===== src/rtl/led_matrix_capture_if.sv =====
// Frame delivery bus of the LED matrix capture block: two 8x8 bitmaps
// plus a valid/ready handshake. The capture block is the master.

interface led_matrix_capture_if;
    logic [7:0][7:0] red_frame;
    logic [7:0][7:0] green_frame;
    logic            frame_valid;
    logic            frame_ready;

    modport master (
        output red_frame,
        output green_frame,
        output frame_valid,
        input  frame_ready
    );

    modport slave (
        input  red_frame,
        input  green_frame,
        input  frame_valid,
        output frame_ready
    );
endinterface


===== src/rtl/led_matrix_capture.sv =====
// Rebuilds 8x8 red/green frames from the row/column drive of an LED matrix.
// Define LED_CAPTURE_SYNC_EN to put a 2-flop synchroniser on all 24 inputs.
//
// state   | meaning
// --------+-------------------------------------------------------------
// IDLE    | after reset or timeout, waiting for the inputs to move
// SETTLE  | inputs changed, counting identical samples before accepting
// LATCHED | current row evaluated, holding until the inputs change again

module led_matrix_capture #(
    parameter int STABLE_CYCLES = 4,
    parameter int TIMEOUT       = 4096
) (
    input  logic                 clock,
    input  logic                 rst_b,
    input  logic [7:0]           row_sel,
    input  logic [7:0]           red_n,
    input  logic [7:0]           green_n,
    input  logic                 clear_err,
    led_matrix_capture_if.master frame_bus,
    output logic [15:0]          frame_count,
    output logic                 overflow,
    output logic                 err_multi,
    output logic                 no_signal
);

    localparam int CNT_W = (STABLE_CYCLES > 2) ? $clog2(STABLE_CYCLES) : 1;
    localparam int TMR_W = $clog2(TIMEOUT + 1);
    localparam logic [CNT_W-1:0] CNT_MAX  = CNT_W'(STABLE_CYCLES - 1);
    localparam logic [TMR_W-1:0] TMR_LAST = TMR_W'(TIMEOUT - 1);
    localparam logic [TMR_W-1:0] TMR_MAX  = TMR_W'(TIMEOUT);

    typedef enum logic [1:0] {
        IDLE,
        SETTLE,
        LATCHED
    } state_t;

    state_t           state_q, state_d;
    logic [23:0]      samp, prev_q;
    logic [7:0]       row_s, red_s, green_s;
    logic [CNT_W-1:0] cnt_q, cnt_d;
    logic [TMR_W-1:0] tmr_q;
    logic [7:0]       mask_q, mask_or;
    logic [7:0][7:0]  work_red_q, work_green_q;
    logic [7:0][7:0]  red_q, green_q;
    logic             valid_q, done_q;
    logic             row_onehot, row_multi;
    logic             accept, row_write, multi_hit, timeout_hit, complete;
    logic             load, drop;

`ifdef LED_CAPTURE_SYNC_EN
    logic [23:0] sync1_q, sync2_q;

    always_ff @(posedge clock) begin
        if (!rst_b) begin
            sync1_q <= '0;
            sync2_q <= '0;
        end else begin
            sync1_q <= {row_sel, red_n, green_n};
            sync2_q <= sync1_q;
        end
    end

    assign samp = sync2_q;
`else
    assign samp = {row_sel, red_n, green_n};
`endif

    assign row_s      = samp[23:16];
    assign red_s      = samp[15:8];
    assign green_s    = samp[7:0];
    assign row_onehot = $onehot(row_s);
    assign row_multi  = !row_onehot && (row_s != 8'h00);

    always_ff @(posedge clock) begin
        if (!rst_b) state_q <= IDLE;
        else        state_q <= state_d;
    end

    always_comb begin
        state_d     = state_q;
        cnt_d       = cnt_q;
        accept      = 1'b0;
        row_write   = 1'b0;
        multi_hit   = 1'b0;
        timeout_hit = 1'b0;
        complete    = 1'b0;
        mask_or     = mask_q | row_s;

        if (samp != prev_q) begin
            cnt_d   = '0;
            state_d = SETTLE;
        end else begin
            if (cnt_q != CNT_MAX) cnt_d = cnt_q + CNT_W'(1);
            // Accept on the sample that brings the run of identical samples to STABLE_CYCLES.
            if (state_q == SETTLE && cnt_d == CNT_MAX) begin
                accept  = 1'b1;
                state_d = LATCHED;
            end
        end

        row_write   = accept && row_onehot;
        multi_hit   = accept && row_multi;
        complete    = row_write && (mask_or == 8'hFF);
        timeout_hit = !row_write && (tmr_q == TMR_LAST);
        if (timeout_hit) state_d = IDLE;
    end

    assign load = done_q && (!valid_q || frame_bus.frame_ready);
    assign drop = done_q && valid_q && !frame_bus.frame_ready;

    always_ff @(posedge clock) begin
        if (!rst_b) begin
            prev_q       <= '0;
            cnt_q        <= '0;
            tmr_q        <= '0;
            mask_q       <= '0;
            work_red_q   <= '0;
            work_green_q <= '0;
            red_q        <= '0;
            green_q      <= '0;
            valid_q      <= 1'b0;
            done_q       <= 1'b0;
            frame_count  <= '0;
            overflow     <= 1'b0;
            err_multi    <= 1'b0;
            no_signal    <= 1'b1;
        end else begin
            prev_q <= samp;
            cnt_q  <= cnt_d;

            if (row_write) begin
                for (int r = 0; r < 8; r++) begin
                    if (row_s[r]) begin
                        work_red_q[r]   <= ~red_s;
                        work_green_q[r] <= ~green_s;
                    end
                end
                tmr_q     <= '0;
                no_signal <= 1'b0;
            end else if (tmr_q != TMR_MAX) begin
                tmr_q <= tmr_q + TMR_W'(1);
            end

            if (timeout_hit) begin
                mask_q    <= '0;
                no_signal <= 1'b1;
            end else if (complete) begin
                mask_q <= '0;
            end else if (row_write) begin
                mask_q <= mask_or;
            end

            // Work registers are stable for the cycle after completion, so load one cycle late.
            done_q <= complete;

            if (load) begin
                red_q       <= work_red_q;
                green_q     <= work_green_q;
                valid_q     <= 1'b1;
                frame_count <= frame_count + 16'd1;
            end else if (valid_q && frame_bus.frame_ready) begin
                valid_q <= 1'b0;
            end

            overflow  <= (overflow && !clear_err) || drop;
            err_multi <= (err_multi && !clear_err) || multi_hit;
        end
    end

    assign frame_bus.red_frame   = red_q;
    assign frame_bus.green_frame = green_q;
    assign frame_bus.frame_valid = valid_q;

endmodule

===== src/flat_wrapper.sv =====
// flat-port wrapper written by rule: the top's interface ports become plain ports
module led_matrix_capture_flat 
#(
    parameter int STABLE_CYCLES = 4,
    parameter int TIMEOUT       = 4096
)
  (clock, rst_b, row_sel, red_n, green_n, clear_err, frame_count, overflow, err_multi, no_signal, frame_bus_red_frame, frame_bus_green_frame, frame_bus_frame_valid, frame_bus_frame_ready);
  led_matrix_capture_if frame_bus_i ();
  input  logic clock;
  input  logic rst_b;
  input  logic [7:0] row_sel;
  input  logic [7:0] red_n;
  input  logic [7:0] green_n;
  input  logic clear_err;
  output logic [15:0] frame_count;
  output logic overflow;
  output logic err_multi;
  output logic no_signal;
  output wire logic [$bits(frame_bus_i.red_frame)-1:0] frame_bus_red_frame;
  output wire logic [$bits(frame_bus_i.green_frame)-1:0] frame_bus_green_frame;
  output wire logic [$bits(frame_bus_i.frame_valid)-1:0] frame_bus_frame_valid;
  input wire logic [$bits(frame_bus_i.frame_ready)-1:0] frame_bus_frame_ready;
  assign frame_bus_red_frame = frame_bus_i.red_frame;
  assign frame_bus_green_frame = frame_bus_i.green_frame;
  assign frame_bus_frame_valid = frame_bus_i.frame_valid;
  assign frame_bus_i.frame_ready = frame_bus_frame_ready;
  led_matrix_capture #(.STABLE_CYCLES(STABLE_CYCLES), .TIMEOUT(TIMEOUT)) u_core (.clock(clock), .rst_b(rst_b), .row_sel(row_sel), .red_n(red_n), .green_n(green_n), .clear_err(clear_err), .frame_bus(frame_bus_i), .frame_count(frame_count), .overflow(overflow), .err_multi(err_multi), .no_signal(no_signal));
endmodule

===== config.mk =====
export PLATFORM = sky130hd
export DESIGN_NAME = led_matrix_capture_flat
export DESIGN_NICKNAME = d
export VERILOG_FILES = /design/src/rtl/led_matrix_capture_if.sv /design/src/rtl/led_matrix_capture.sv /design/src/flat_wrapper.sv
export SDC_FILE = /design/constraint.sdc
export NUM_CORES = 1
export LEC_CHECK = 0
export CORE_MARGIN = 5
export CORE_UTILIZATION = 59
export DETAILED_ROUTE_END_ITERATION = 16
export GPL_TIMING_DRIVEN = 0
export PLACE_DENSITY = 0.95
export SLEW_MARGIN = 30
export SYNTH_ARGS = -nofsm -noshare
export SYNTH_HDL_FRONTEND = slang
export SYNTH_SLANG_ARGS = --single-unit
export TNS_END_PERCENT = 10

===== constraint.sdc =====
create_clock -name clock -period 13.2 [get_ports clock]
set_input_delay 1.32 -clock clock [delete_from_list [all_inputs] [get_ports clock]]
set_output_delay 1.32 -clock clock [all_outputs]
set_load 0.01 [all_outputs]

==> impl_results.md <==
- FF+latch area: 6530 um^2
- Leakage: 6.35 nW
- WP data arrival: between 6 and 7 ns
- Flops & latches, synth: 326
- R2R Path End: u_core.work_green_q[43]$_SDFFE_PN0P_
- Pre-CTS setup slack: between 6 and 7 ns
- First-pass GRT wire length: 55200 um
- CTS Hold Bufs: 0
- Post-synthesis sequential area ratio: 0.521
- Core area: around 21000 um^2
- Area occupied by multi-input gates: roughly 5600 um^2
- Number of setup violations in the final report: 0
- Pwr per Cell Area: 130 nW/um^2
- Die area: 24300 um^2
- Die extent in y: around 160 um
- Starting Density: 0.598
- Worst reg-to-reg setup slack: 10.17 ns
- Max FO, Critical Path: 10
- Bufs on Longest Clock Path: 3
- Avg Synthesized Cell Area: 9.30 um^2
- # Post-CTS Setup Buffers: 0
- Critical path origin: row_sel[6]
- Max Fclk: 166 MHz
- RSZ-0062 raised after global routing: false
- Worst-margin pin slew: 0.975 ns
- Die width: 156 um
- Status: completed
- CTS Buf Count: 31
- Hold Slack: roughly 0.46 ns
- Area grow syn2layout: 25.8%
- Count of warnings emitted by yosys: 0
- Reg clk slew, reported paths: ~0.060 ns
- Post-Place Cells: 1798
- R2R depth: 7
- Gate count of the mapped netlist: 1348
- Vias in the first global route: 10900
- Post-synth EDFFs: 0
- Period minus WS final: 6.01 ns
- DRT iter0 DRCs: 781
- Layout Skew: 0.0208 ns
- Maxcap violations: 0
- Skew-Pair Late Insertion Delay: 0.57 ns
- Initial antenna violation count: 2
- Post-Route WL: roughly 35000 um
- CTS tree: built
- Tot Pwr: 2.05 mW
- Netlist cell types: 38
- Type of the most critical hold path: reg2reg
- Port buffer count: 175
- Area of the mapped netlist: 12500 um^2
- Reg-to-Reg Start: u_core.prev_q[8]$_SDFF_PN0_
- Cell Rows: 53
- Hold Vio Cnt, Final: 0
- Post-route core utilization: 0.753
- Grt total ovfl: 0
- Antenna Violating Nets Remaining: 0
- Layout Cells excl Fill: 1855
- VDD IR max: 0.000103 V
- Via count: 10400
- Gr usage total: 0.281
- WS Path Type: in2reg
- PnR worst setup slack: 7.19 ns
- Post-Syn Nets: between 1000 and 1500
- GP Congestion: between 0.8 and 0.9
- Non-Filler Cell Area, Final: 15800 um^2
- Post-CTS resize count: 0
- TNS Setup: 0 ns
- ANT cells: 0
- Layout cell share with drive strength beyond 1: 0.0424
- CP startpoint kind: input port
- Final Slew Violations: 0
- # DRC: 0
- WL/cell: 18.7 um
- CP required: 13.60 ns
- Largest net degree at the start of global routing: 16
- Layout net count: roughly 1600
- CP endpoint kind: register
- Asr flop ratio synth: 0
- Setup crit end: u_core.work_green_q[43]$_SDFFE_PN0P_
- DRT Pass-1 Iters: 5
- H-tree levels: 1
- Fillers: 1327
- CTS root buffer: clkbuf_16
- Routed vias/inst: 5.59
- I/O pins: 176
- Fin crit share: 0.455
- Hpwl dp: about 23000 um
- Primary FF master, synth: dfxtp_1
- Relative slew slack: 0.350
- DP Area: 14600 um^2
- CTS sink count: 326
-- state kept, by name, indices dropped and copies added (netlist names), 8 cells and up --
register,flops
u_core.frame_bus.red_frame,64
u_core.work_red_q,64
u_core.mask_q,8
u_core.frame_count,16
u_core.prev_q,24
u_core.tmr_q,13
u_core.work_green_q,64
u_core.frame_bus.green_frame,64
-- synth_stat cells (17+ instances only) --
master    count  share of area
a21boi_0    135          0.081
and2_1       35          0.017
and3_1       17         0.0085
buf_1        18         0.0054
clkbuf_1     67          0.020
dfxtp_1     326           0.52
inv_1        23         0.0069
mux2i_1     129           0.10
nand2_1     402           0.12
nand2b_1     17         0.0085
xnor2_1      39          0.027
-- layer usage --
layer,up-vias,routed length [um],global-route usage
li1,4836,-,-
met1,4916,13600,0.334
met2,481,16800,0.482
met3,135,2710,0.0652
met4,4,1580,0.130
met5,-,31,0
-- cell families after synthesis --
| kind of cell | synth area share |
|---|---|
| AO/OA/AOI/OAI | 0.0978 |
| XOR/XNOR | 0.0307 |
| adder cells (fa/ha/maj) | 0.0194 |
| buffers and inverters | 0.0363 |
| flip-flops | 0.521 |
| multiplexers | 0.103 |
| AND/OR/NAND/NOR | 0.192 |
-- worst min path at each step --
stage	slack, ns	start	cells after the start	endpoint
2_1_floorplan	0.41	u_core.cnt_q[0]$_SDFF_PP0_	1	u_core.cnt_q[0]$_SDFF_PP0_
3_3_place_gp	0.42	u_core.cnt_q[0]$_SDFF_PP0_	1	u_core.cnt_q[0]$_SDFF_PP0_
3_5_place_dp	0.44	u_core.cnt_q[0]$_SDFF_PP0_	1	u_core.cnt_q[0]$_SDFF_PP0_
4_1_cts	0.46	u_core.work_green_q[19]$_SDFFE_PN0P_	2	u_core.work_green_q[19]$_SDFFE_PN0P_
5_1_grt	0.48	u_core.work_red_q[6]$_SDFFE_PN0P_	2	u_core.work_red_q[6]$_SDFFE_PN0P_
6_report	0.46	u_core.frame_bus.green_frame[46]$_SDFFE_PN0P_	2	u_core.frame_bus.green_frame[46]$_SDFFE_PN0P_
-- worst max-delay path, cell delays in order --
cell,delay [ns]
clkdlybuf4s50_1,0.69
inv_1,0.10
ha_1,0.29
inv_1,0.05
fa_1,0.44
fa_1,0.51
inv_1,0.04
ha_1,0.19
fa_1,0.43
or4b_1,0.54
or3_1,0.45
nor3_4,0.42
nand3_2,0.37
buf_2,0.38
mux2i_1,0.17
-- placed cells by master (no fill, tap or decap), types with 2 or more instances in the layout --
| cell | synthesis | layout |
|---|---|---|
| a21oi_1 | 10 | 10 |
| o22ai_1 | 4 | 4 |
| clkbuf_16 | 0 | 31 |
| and2_1 | 35 | 35 |
| bufinv_16 | 0 | 7 |
| nand2_1 | 402 | 402 |
| nor2_1 | 8 | 8 |
| nand4_1 | 13 | 13 |
| dfxtp_1 | 326 | 326 |
| nand3_1 | 13 | 13 |
| nor4b_1 | 2 | 2 |
| buf_2 | 7 | 7 |
| a31oi_1 | 9 | 9 |
| fa_1 | 4 | 4 |
| and3_1 | 17 | 17 |
| a21boi_0 | 135 | 135 |
| buf_1 | 18 | 18 |
| nor3_1 | 7 | 7 |
| buf_4 | 2 | 2 |
| mux2i_1 | 129 | 129 |
| nand2b_1 | 17 | 17 |
| ha_1 | 13 | 13 |
| and4_1 | 3 | 3 |
| clkbuf_8 | 0 | 6 |
| clkinvlp_4 | 0 | 2 |
| clkbuf_1 | 67 | 75 |
| nand3_2 | 8 | 8 |
| inv_6 | 0 | 2 |
| nor4_1 | 5 | 5 |
| xnor2_1 | 39 | 39 |
| clkdlybuf4s50_1 | 0 | 175 |
| xor2_1 | 5 | 5 |
| nor2b_1 | 4 | 4 |
| or3_1 | 7 | 7 |
| inv_1 | 23 | 23 |
| o21ai_0 | 8 | 8 |
-- where the power goes --
part	switching [mW]	internal, mW	leakage, nW
Clock	0.381	0.603	0.547
Sequential	0.00298	0.988	2.63
Combinational	0.0463	0.0321	3.17
-- layout make-up --
| class | count | share of cell area |
|---|---|---|
| Sequential cell | 326 | 0.414 |
| Multi-Input combinational cell | 905 | 0.352 |
| Timing Repair Buffer | 175 | 0.111 |
| Clock buffer | 45 | 0.0563 |
| Buffer | 94 | 0.0234 |
| Tap cell | 275 | 0.0218 |
| Clock inverter | 12 | 0.0157 |
| Inverter | 23 | 0.00547 |
No activity file was read; power rests on OpenSTA's default activity.
